$ cat config.mk
export PLATFORM = sky130hd
export DESIGN_NAME = hazard_sched_flat
export DESIGN_NICKNAME = d
export VERILOG_FILES = /design/src/rtl/hazard_sched_if.sv /design/src/rtl/hazard_sched.sv /design/src/flat_wrapper.sv
export SDC_FILE = /design/constraint.sdc
export NUM_CORES = 1
export LEC_CHECK = 0
export BUFFER_PORTS_ARGS = -buffer_cell sky130_fd_sc_hd__buf_2
export CORE_UTILIZATION = 40
export DETAILED_ROUTE_END_ITERATION = 6
export PLACE_DENSITY = 0.6
export SYNTH_ARGS = -nofsm -noshare
export SYNTH_HDL_FRONTEND = slang
export SYNTH_SLANG_ARGS = --single-unit
$ cat constraint.sdc
create_clock -name clk -period 1.7 [get_ports clk]
set_input_delay 0.17 -clock clk [delete_from_list [all_inputs] [get_ports clk]]
set_output_delay 0.17 -clock clk [all_outputs]
set_load 0.05 [all_outputs]
$ cat src/rtl/hazard_sched_if.sv
// ID-stage instruction fields, EX branch outcome and the hazard controls returned to the pipeline.
// master = pipeline side, slave = hazard_sched.
interface hazard_sched_if #(
   parameter int CNT_W = 16
);
   logic             id_valid;
   logic [4:0]       id_rs1;
   logic [4:0]       id_rs2;
   logic             id_use_rs1;
   logic             id_use_rs2;
   logic [4:0]       id_rd;
   logic             id_regwrite;
   logic             id_memread;
   logic             ex_taken;
   logic             stall_f;
   logic             stall_d;
   logic             flush_d;
   logic             flush_e;
   logic [1:0]       fwd_a;
   logic [1:0]       fwd_b;
   logic [CNT_W-1:0] stall_cnt;

   modport master (
      output id_valid, id_rs1, id_rs2, id_use_rs1, id_use_rs2, id_rd, id_regwrite, id_memread, ex_taken,
      input  stall_f, stall_d, flush_d, flush_e, fwd_a, fwd_b, stall_cnt
   );

   modport slave (
      input  id_valid, id_rs1, id_rs2, id_use_rs1, id_use_rs2, id_rd, id_regwrite, id_memread, ex_taken,
      output stall_f, stall_d, flush_d, flush_e, fwd_a, fwd_b, stall_cnt
   );
endinterface

$ cat src/rtl/hazard_sched.sv
// Stall/flush/forwarding control for a 5-stage RV32I pipeline, scoreboarding EX/MEM/WB destinations.
// Controls are combinational in the current cycle; a stall holds PC and IF/ID until the hazard clears.
module hazard_sched #(
   parameter bit FWD_EN = 1'b1,
   parameter int CNT_W  = 16
) (
   input  logic          clk,
   input  logic          reset,
   hazard_sched_if.slave hif
);
   typedef enum logic {RUN, STALL} state_t;

   typedef struct packed {
      logic       valid;
      logic [4:0] rd;
      logic       regwrite;
   } dst_t;

   typedef struct packed {
      dst_t       dst;
      logic       memread;
      logic [4:0] rs1;
      logic [4:0] rs2;
      logic       use_rs1;
      logic       use_rs2;
   } ex_entry_t;

   function automatic logic hits(dst_t e, logic [4:0] src, logic use_src);
      return e.valid && e.regwrite && (e.rd != 5'd0) && (e.rd == src) && use_src;
   endfunction

   // A load sitting in MEM has no data yet, so it may only forward once it reaches WB.
   function automatic logic [1:0] fwd_sel(dst_t mem_e, logic mem_ld, dst_t wb_e,
                                          logic [4:0] src, logic use_src);
      if (hits(mem_e, src, use_src) && !mem_ld) return 2'b10;
      else if (hits(wb_e, src, use_src))        return 2'b01;
      else                                      return 2'b00;
   endfunction

   state_t           state_q, state_d;
   ex_entry_t        ex_q, ex_d;
   dst_t             mem_q, mem_d;
   dst_t             wb_q, wb_d;
   logic             mem_load_q, mem_load_d;
   logic [CNT_W-1:0] cnt_q, cnt_d;

   logic       hit_ex, hit_mem, hit_wb;
   logic       hazard, stall, flush_e;
   logic [1:0] fwd_a, fwd_b;

   always_comb begin
      hit_ex  = hits(ex_q.dst, hif.id_rs1, hif.id_use_rs1) || hits(ex_q.dst, hif.id_rs2, hif.id_use_rs2);
      hit_mem = hits(mem_q,    hif.id_rs1, hif.id_use_rs1) || hits(mem_q,    hif.id_rs2, hif.id_use_rs2);
      hit_wb  = hits(wb_q,     hif.id_rs1, hif.id_use_rs1) || hits(wb_q,     hif.id_rs2, hif.id_use_rs2);

      if (FWD_EN) hazard = hif.id_valid && ex_q.memread && hit_ex;
      else        hazard = hif.id_valid && (hit_ex || hit_mem || hit_wb);

      // A taken branch kills the stalled instruction anyway, so it wins.
      stall   = hazard && !hif.ex_taken;
      flush_e = hazard || hif.ex_taken;

      fwd_a = 2'b00;
      fwd_b = 2'b00;
      if (FWD_EN && ex_q.dst.valid) begin
         fwd_a = fwd_sel(mem_q, mem_load_q, wb_q, ex_q.rs1, ex_q.use_rs1);
         fwd_b = fwd_sel(mem_q, mem_load_q, wb_q, ex_q.rs2, ex_q.use_rs2);
      end

      ex_d = '0;
      if (!flush_e && hif.id_valid) begin
         ex_d.dst.valid    = 1'b1;
         ex_d.dst.rd       = hif.id_rd;
         ex_d.dst.regwrite = hif.id_regwrite;
         ex_d.memread      = hif.id_memread;
         ex_d.rs1          = hif.id_rs1;
         ex_d.rs2          = hif.id_rs2;
         ex_d.use_rs1      = hif.id_use_rs1;
         ex_d.use_rs2      = hif.id_use_rs2;
      end
      mem_d      = ex_q.dst;
      mem_load_d = ex_q.memread;
      wb_d       = mem_q;

      state_d = state_q;
      case (state_q)
         RUN:     if (stall)  state_d = STALL;
         STALL:   if (!stall) state_d = RUN;
         default: state_d = RUN;
      endcase

      cnt_d = cnt_q;
      if (stall && (cnt_q != {CNT_W{1'b1}})) cnt_d = cnt_q + CNT_W'(1);
   end

   always_ff @(posedge clk or negedge reset) begin
      if (!reset) begin
         state_q    <= RUN;
         ex_q       <= '0;
         mem_q      <= '0;
         wb_q       <= '0;
         mem_load_q <= 1'b0;
         cnt_q      <= '0;
      end else begin
         state_q    <= state_d;
         ex_q       <= ex_d;
         mem_q      <= mem_d;
         wb_q       <= wb_d;
         mem_load_q <= mem_load_d;
         cnt_q      <= cnt_d;
      end
   end

   assign hif.stall_f   = reset && stall;
   assign hif.stall_d   = reset && stall;
   assign hif.flush_d   = reset && hif.ex_taken;
   assign hif.flush_e   = reset && flush_e;
   assign hif.fwd_a     = reset ? fwd_a : 2'b00;
   assign hif.fwd_b     = reset ? fwd_b : 2'b00;
   assign hif.stall_cnt = reset ? cnt_q : '0;
endmodule

$ cat src/flat_wrapper.sv
// flat-port wrapper written by rule: the top's interface ports become plain ports
module hazard_sched_flat 
#(
   parameter bit FWD_EN = 1'b1,
   parameter int CNT_W  = 16
)
  (clk, reset, hif_id_valid, hif_id_rs1, hif_id_rs2, hif_id_use_rs1, hif_id_use_rs2, hif_id_rd, hif_id_regwrite, hif_id_memread, hif_ex_taken, hif_stall_f, hif_stall_d, hif_flush_d, hif_flush_e, hif_fwd_a, hif_fwd_b, hif_stall_cnt);
  hazard_sched_if #(.CNT_W(CNT_W)) hif_i ();
  input  logic clk;
  input  logic reset;
  input wire logic [$bits(hif_i.id_valid)-1:0] hif_id_valid;
  input wire logic [$bits(hif_i.id_rs1)-1:0] hif_id_rs1;
  input wire logic [$bits(hif_i.id_rs2)-1:0] hif_id_rs2;
  input wire logic [$bits(hif_i.id_use_rs1)-1:0] hif_id_use_rs1;
  input wire logic [$bits(hif_i.id_use_rs2)-1:0] hif_id_use_rs2;
  input wire logic [$bits(hif_i.id_rd)-1:0] hif_id_rd;
  input wire logic [$bits(hif_i.id_regwrite)-1:0] hif_id_regwrite;
  input wire logic [$bits(hif_i.id_memread)-1:0] hif_id_memread;
  input wire logic [$bits(hif_i.ex_taken)-1:0] hif_ex_taken;
  output wire logic [$bits(hif_i.stall_f)-1:0] hif_stall_f;
  output wire logic [$bits(hif_i.stall_d)-1:0] hif_stall_d;
  output wire logic [$bits(hif_i.flush_d)-1:0] hif_flush_d;
  output wire logic [$bits(hif_i.flush_e)-1:0] hif_flush_e;
  output wire logic [$bits(hif_i.fwd_a)-1:0] hif_fwd_a;
  output wire logic [$bits(hif_i.fwd_b)-1:0] hif_fwd_b;
  output wire logic [$bits(hif_i.stall_cnt)-1:0] hif_stall_cnt;
  assign hif_i.id_valid = hif_id_valid;
  assign hif_i.id_rs1 = hif_id_rs1;
  assign hif_i.id_rs2 = hif_id_rs2;
  assign hif_i.id_use_rs1 = hif_id_use_rs1;
  assign hif_i.id_use_rs2 = hif_id_use_rs2;
  assign hif_i.id_rd = hif_id_rd;
  assign hif_i.id_regwrite = hif_id_regwrite;
  assign hif_i.id_memread = hif_id_memread;
  assign hif_i.ex_taken = hif_ex_taken;
  assign hif_stall_f = hif_i.stall_f;
  assign hif_stall_d = hif_i.stall_d;
  assign hif_flush_d = hif_i.flush_d;
  assign hif_flush_e = hif_i.flush_e;
  assign hif_fwd_a = hif_i.fwd_a;
  assign hif_fwd_b = hif_i.fwd_b;
  assign hif_stall_cnt = hif_i.stall_cnt;
  hazard_sched #(.FWD_EN(FWD_EN), .CNT_W(CNT_W)) u_core (.clk(clk), .reset(reset), .hif(hif_i));
endmodule
==> results.md <==
- The run finished, with violations left.
- The count of antenna diodes in the layout is 0.
- Clock tree synthesis selected as its root buffer the cell sky130_fd_sc_hd__clkbuf_8.
- The die covers 6510 um2.
- The detailed-route DRC error count is 0.
- In the synthesized netlist the async set-or-reset flop fraction comes to 100%.
- The static leakage power is between 1.5 and 2 nW.
- The number of antenna violations at the first check in global routing is 0.
- Clock latency on the worst-skew pair, taken at its later pin, is around 310 ps.
- The total area inside the core boundary comes to 5960 um2.
- The number of buffers inserted by port buffering is 46.
- The relative area change from synthesis to final layout is 44.3%.
- TritonCTS built the clock tree.
- The total count of hold-check failures in the final report was 0.
- The mean post-synth cell area is 11.1 um2.
- The via density per instance is 4.84.
- By instance count, the leading cell after synthesis is sky130_fd_sc_hd__dfrtp_1.
- The checks that failed: negative setup slack.
- During synthesis, Yosys emitted a total of 0 warnings.
- At the worst endpoint, the arrival time is ~1900 ps.
- The commonest cells after synthesis are sky130_fd_sc_hd__dfrtp_1, sky130_fd_sc_hd__and2_1, sky130_fd_sc_hd__xnor2_1.
- The shortest clock period the worst path allows after layout is 2050 ps.
- The fraction of the yosys area taken by sequential cells is 51.5%.
- At the worst endpoint, the required time is 1530 ps.
- The transition time at the pin with the least slew margin is around 450 ps.
- The congestion estimate from routability-driven global placement came to between 0.8 and 0.9.
- The kind of end point of the critical path is a primary output.
- The die is ~81 um tall.
- The commonest register cell after synthesis is sky130_fd_sc_hd__dfrtp_1.
- The cell type with the highest aggregate area in the netlist is sky130_fd_sc_hd__dfrtp_1.
- The count of state elements after synthesis is 51.
- After legalization and detailed placement, the total HPWL measured 3910 um.
- The sequential cell area is between 1000 and 1500 um2.
- The effective utilization at floorplan is 41.6%.
- Setup repair after global routing could not meet its margin everywhere.
- The sum of negative setup slack is -8260 ps.
- During I/O placement, the number of pins put on the boundary was 47.
- The first-pass GRT wire length is 9040 um.
- The number of slew-limit violations in the final report is 0.
- In the final design database the tool counted between 300 and 400 nets.
- The number of violations of the max-capacitance limit is 0.
- The number of placement rows is 28.
- The total clock buffers created by CTS is 5.
- The worst clock skew is 3.00 ps.
- The combined global-route utilization of all metal layers is a little under a fifth.
- The cell count after synthesis came out at 224.
- The number of sinks driven by the clock tree is 51.
- The final core utilization is 60.0%.
- In this run the worst hold path is classified as primary input to async pin.
- Entering global routing, the biggest net connects 28 pins.
- The total wirelength of the detailed-routed design is about 5600 um.
- The via count of the first global-routing pass is 1874.
- The layout cell share with drive strength beyond 1 is 44.3%.
- Once routing completed, OpenROAD measured the worst setup slack at -355 ps.
- The number of flops mapped to enable cells by yosys is 0.
- The detailed router placed 1903 vias in this run.
- The total nets after synthesis is about 250.
- The number of DRC markers after the initial detailed-route iteration is between 70 and 80.
- The filler cells instantiated in the layout total a little over 500.
- The unique cell type count in the Yosys netlist is 31.
- The area of combinational cells with multiple inputs is 1340 um2.
- The class of the most critical setup path is flop to primary output.
- Of the available clock period, the critical path in the final layout requires 121%.
- Setup violations remaining at the end of the flow were counted as 43.
- Sorting the synthesized cells by area gives the leading types as sky130_fd_sc_hd__dfrtp_1, sky130_fd_sc_hd__xnor2_1, sky130_fd_sc_hd__and2_1, sky130_fd_sc_hd__xor2_1, sky130_fd_sc_hd__nand4_1.
- The headroom to the max-slew limit is 70.2%.
- The clock passes through at most 2 buffers.
- The netlist area before placement is 2480 um2.
- STA classifies the critical path startpoint as a flop.
- The setup slack at placement is -153 ps.
- The pre-antenna-repair detailed-routing pass consisted of 4 iterations.
- The total power per unit cell area is 681 nW/um2.
- The maximum operating frequency is 0.487 GHz.
- The peak supply drop is 0.436 mV.
- Global routing finished with a remaining overflow of 0.
- After clock tree synthesis, the clock-pin slew on the worst setup and hold paths is 100 ps.
- The count of nets left with antenna violations once routing finished came out at 0.
- Final hold analysis gives a worst-case slack of approximately 36 ps.
- Dividing the detail-routed wire length by the instance count gives 14.1 um.
- The depth of the CTS H-tree is 2.
- The largest fanout of any net on the critical path is 4.
- The x dimension of the die is 80.7 um.
- The share of the synthesized area in the top cell type is 51.5%.
[cell families after synthesis]
kind of cell / after synthesis / synth area share (%)
AND/OR/NAND/NOR: 111 / 26.0
buffers and inverters: 8 / 2.42
XOR/XNOR: 43 / 15.2
multiplexers: 3 / 1.36
AO/OA/AOI/OAI: 7 / 3.03
flip-flops: 51 / 51.5
adder cells (fa/ha/maj): 1 / 0.505
[cell usage in the layout, fill, tap and decap left out, types with 3 or more instances in the layout]
| master | count |
|---|---|
| sky130_fd_sc_hd__dfrtp_1 | 51 |
| sky130_fd_sc_hd__buf_2 | 39 |
| sky130_fd_sc_hd__buf_4 | 29 |
| sky130_fd_sc_hd__and2_1 | 24 |
| sky130_fd_sc_hd__xnor2_1 | 23 |
| sky130_fd_sc_hd__buf_6 | 19 |
| sky130_fd_sc_hd__xor2_1 | 15 |
| sky130_fd_sc_hd__nand4_1 | 15 |
| sky130_fd_sc_hd__and2_4 | 12 |
| sky130_fd_sc_hd__nand2_1 | 9 |
| sky130_fd_sc_hd__nor2_1 | 8 |
| sky130_fd_sc_hd__nand3_1 | 8 |
| sky130_fd_sc_hd__and3_1 | 7 |
| sky130_fd_sc_hd__clkbuf_8 | 5 |
| sky130_fd_sc_hd__xnor2_2 | 4 |
| sky130_fd_sc_hd__and4_1 | 3 |
| sky130_fd_sc_hd__nor3_1 | 3 |
| sky130_fd_sc_hd__buf_12 | 3 |
[power breakdown]
group	switching (W)	leakage (nW)	internal [W]
clock network	0.000424	0.0587	0.000447
registers	0.0000288	0.693	0.00124
logic	0.000136	0.997	0.000154
[sequential cells by signal, indices dropped and copies added, names as in the netlist]
signal,flops
u_core.mem_load_d,1
u_core.wb_q,7
u_core.mem_q,7
u_core.ex_q,19
u_core.cnt_q,16
u_core.mem_load_q,1
[worst max-delay path, stage by stage (launching register included)]
cell and delay, ps:
sky130_fd_sc_hd__dfrtp_1 440, sky130_fd_sc_hd__or4_4 550, sky130_fd_sc_hd__o21ai_4 160, sky130_fd_sc_hd__nor2_2 80
sky130_fd_sc_hd__nor3_4 180, sky130_fd_sc_hd__buf_6 170
[worst paths after layout]
| check | startpoint | to | slack (ps) | cells after the start |
|---|---|---|---|---|
| worst max-delay path | u_core.mem_q[4]$_DFF_PN0_ | hif_fwd_a[0] | -350 | 5 |
| worst min register to register | u_core.mem_q[6]$_DFF_PN0_ | u_core.wb_q[6]$_DFF_PN0_ | 380 | 0 |
| worst max register to register | u_core.ex_q[17]$_DFF_PN0_ | u_core.ex_q[6]$_DFF_PN0_ | -260 | 7 |
| worst min-delay path | reset | u_core.cnt_q[13]$_DFFE_PN0P_ | 40 | 3 |
| max in group asynchronous | reset | u_core.mem_load_d$_DFF_PN0_ | 1320 | 3 |
| min in group clk | hif_id_rd[2] | u_core.ex_q[16]$_DFF_PN0_ | 70 | 2 |
[stage by stage]
step,total power (W),instances,instance area [um2]
final,0.00243,393,3570
after global routing,0.00254,393,3570
after floorplan,0.00140,224,2520
after global placement,0.00152,375,3070
after detailed placement,0.00152,375,3070
after CTS,0.00245,391,3500
[routing by layer]
metal / part of all wire [%] / GRT usage, % / routed length, um
met4: 2.0 / 7.32 / 112
met3: 2.7 / 2.95 / 150
met2: 47 / 29.7 / 2620
met1: 48 / 26.2 / 2680
met5: 0 / 0 / 0
[repair_timing]
item,4_1_cts,5_1_grt
gates resized for setup,52,15
hold buffers,1,0
cloned,2,0
pin swaps,25,22
endpoints found under the setup margin,39,43
setup buffers,6,3
hold endpoints to repair,24,0
[cell type report]
type,count,area share [%]
multi-input combinational,165,37.5
sequential,51,35.7
timing repair buffer,93,20.8
tap,75,2.63
clock buffer,5,1.93
clock inverter,3,1.33
inverter,1,0.105
Note: power is estimated with default switching activity, not from simulation.
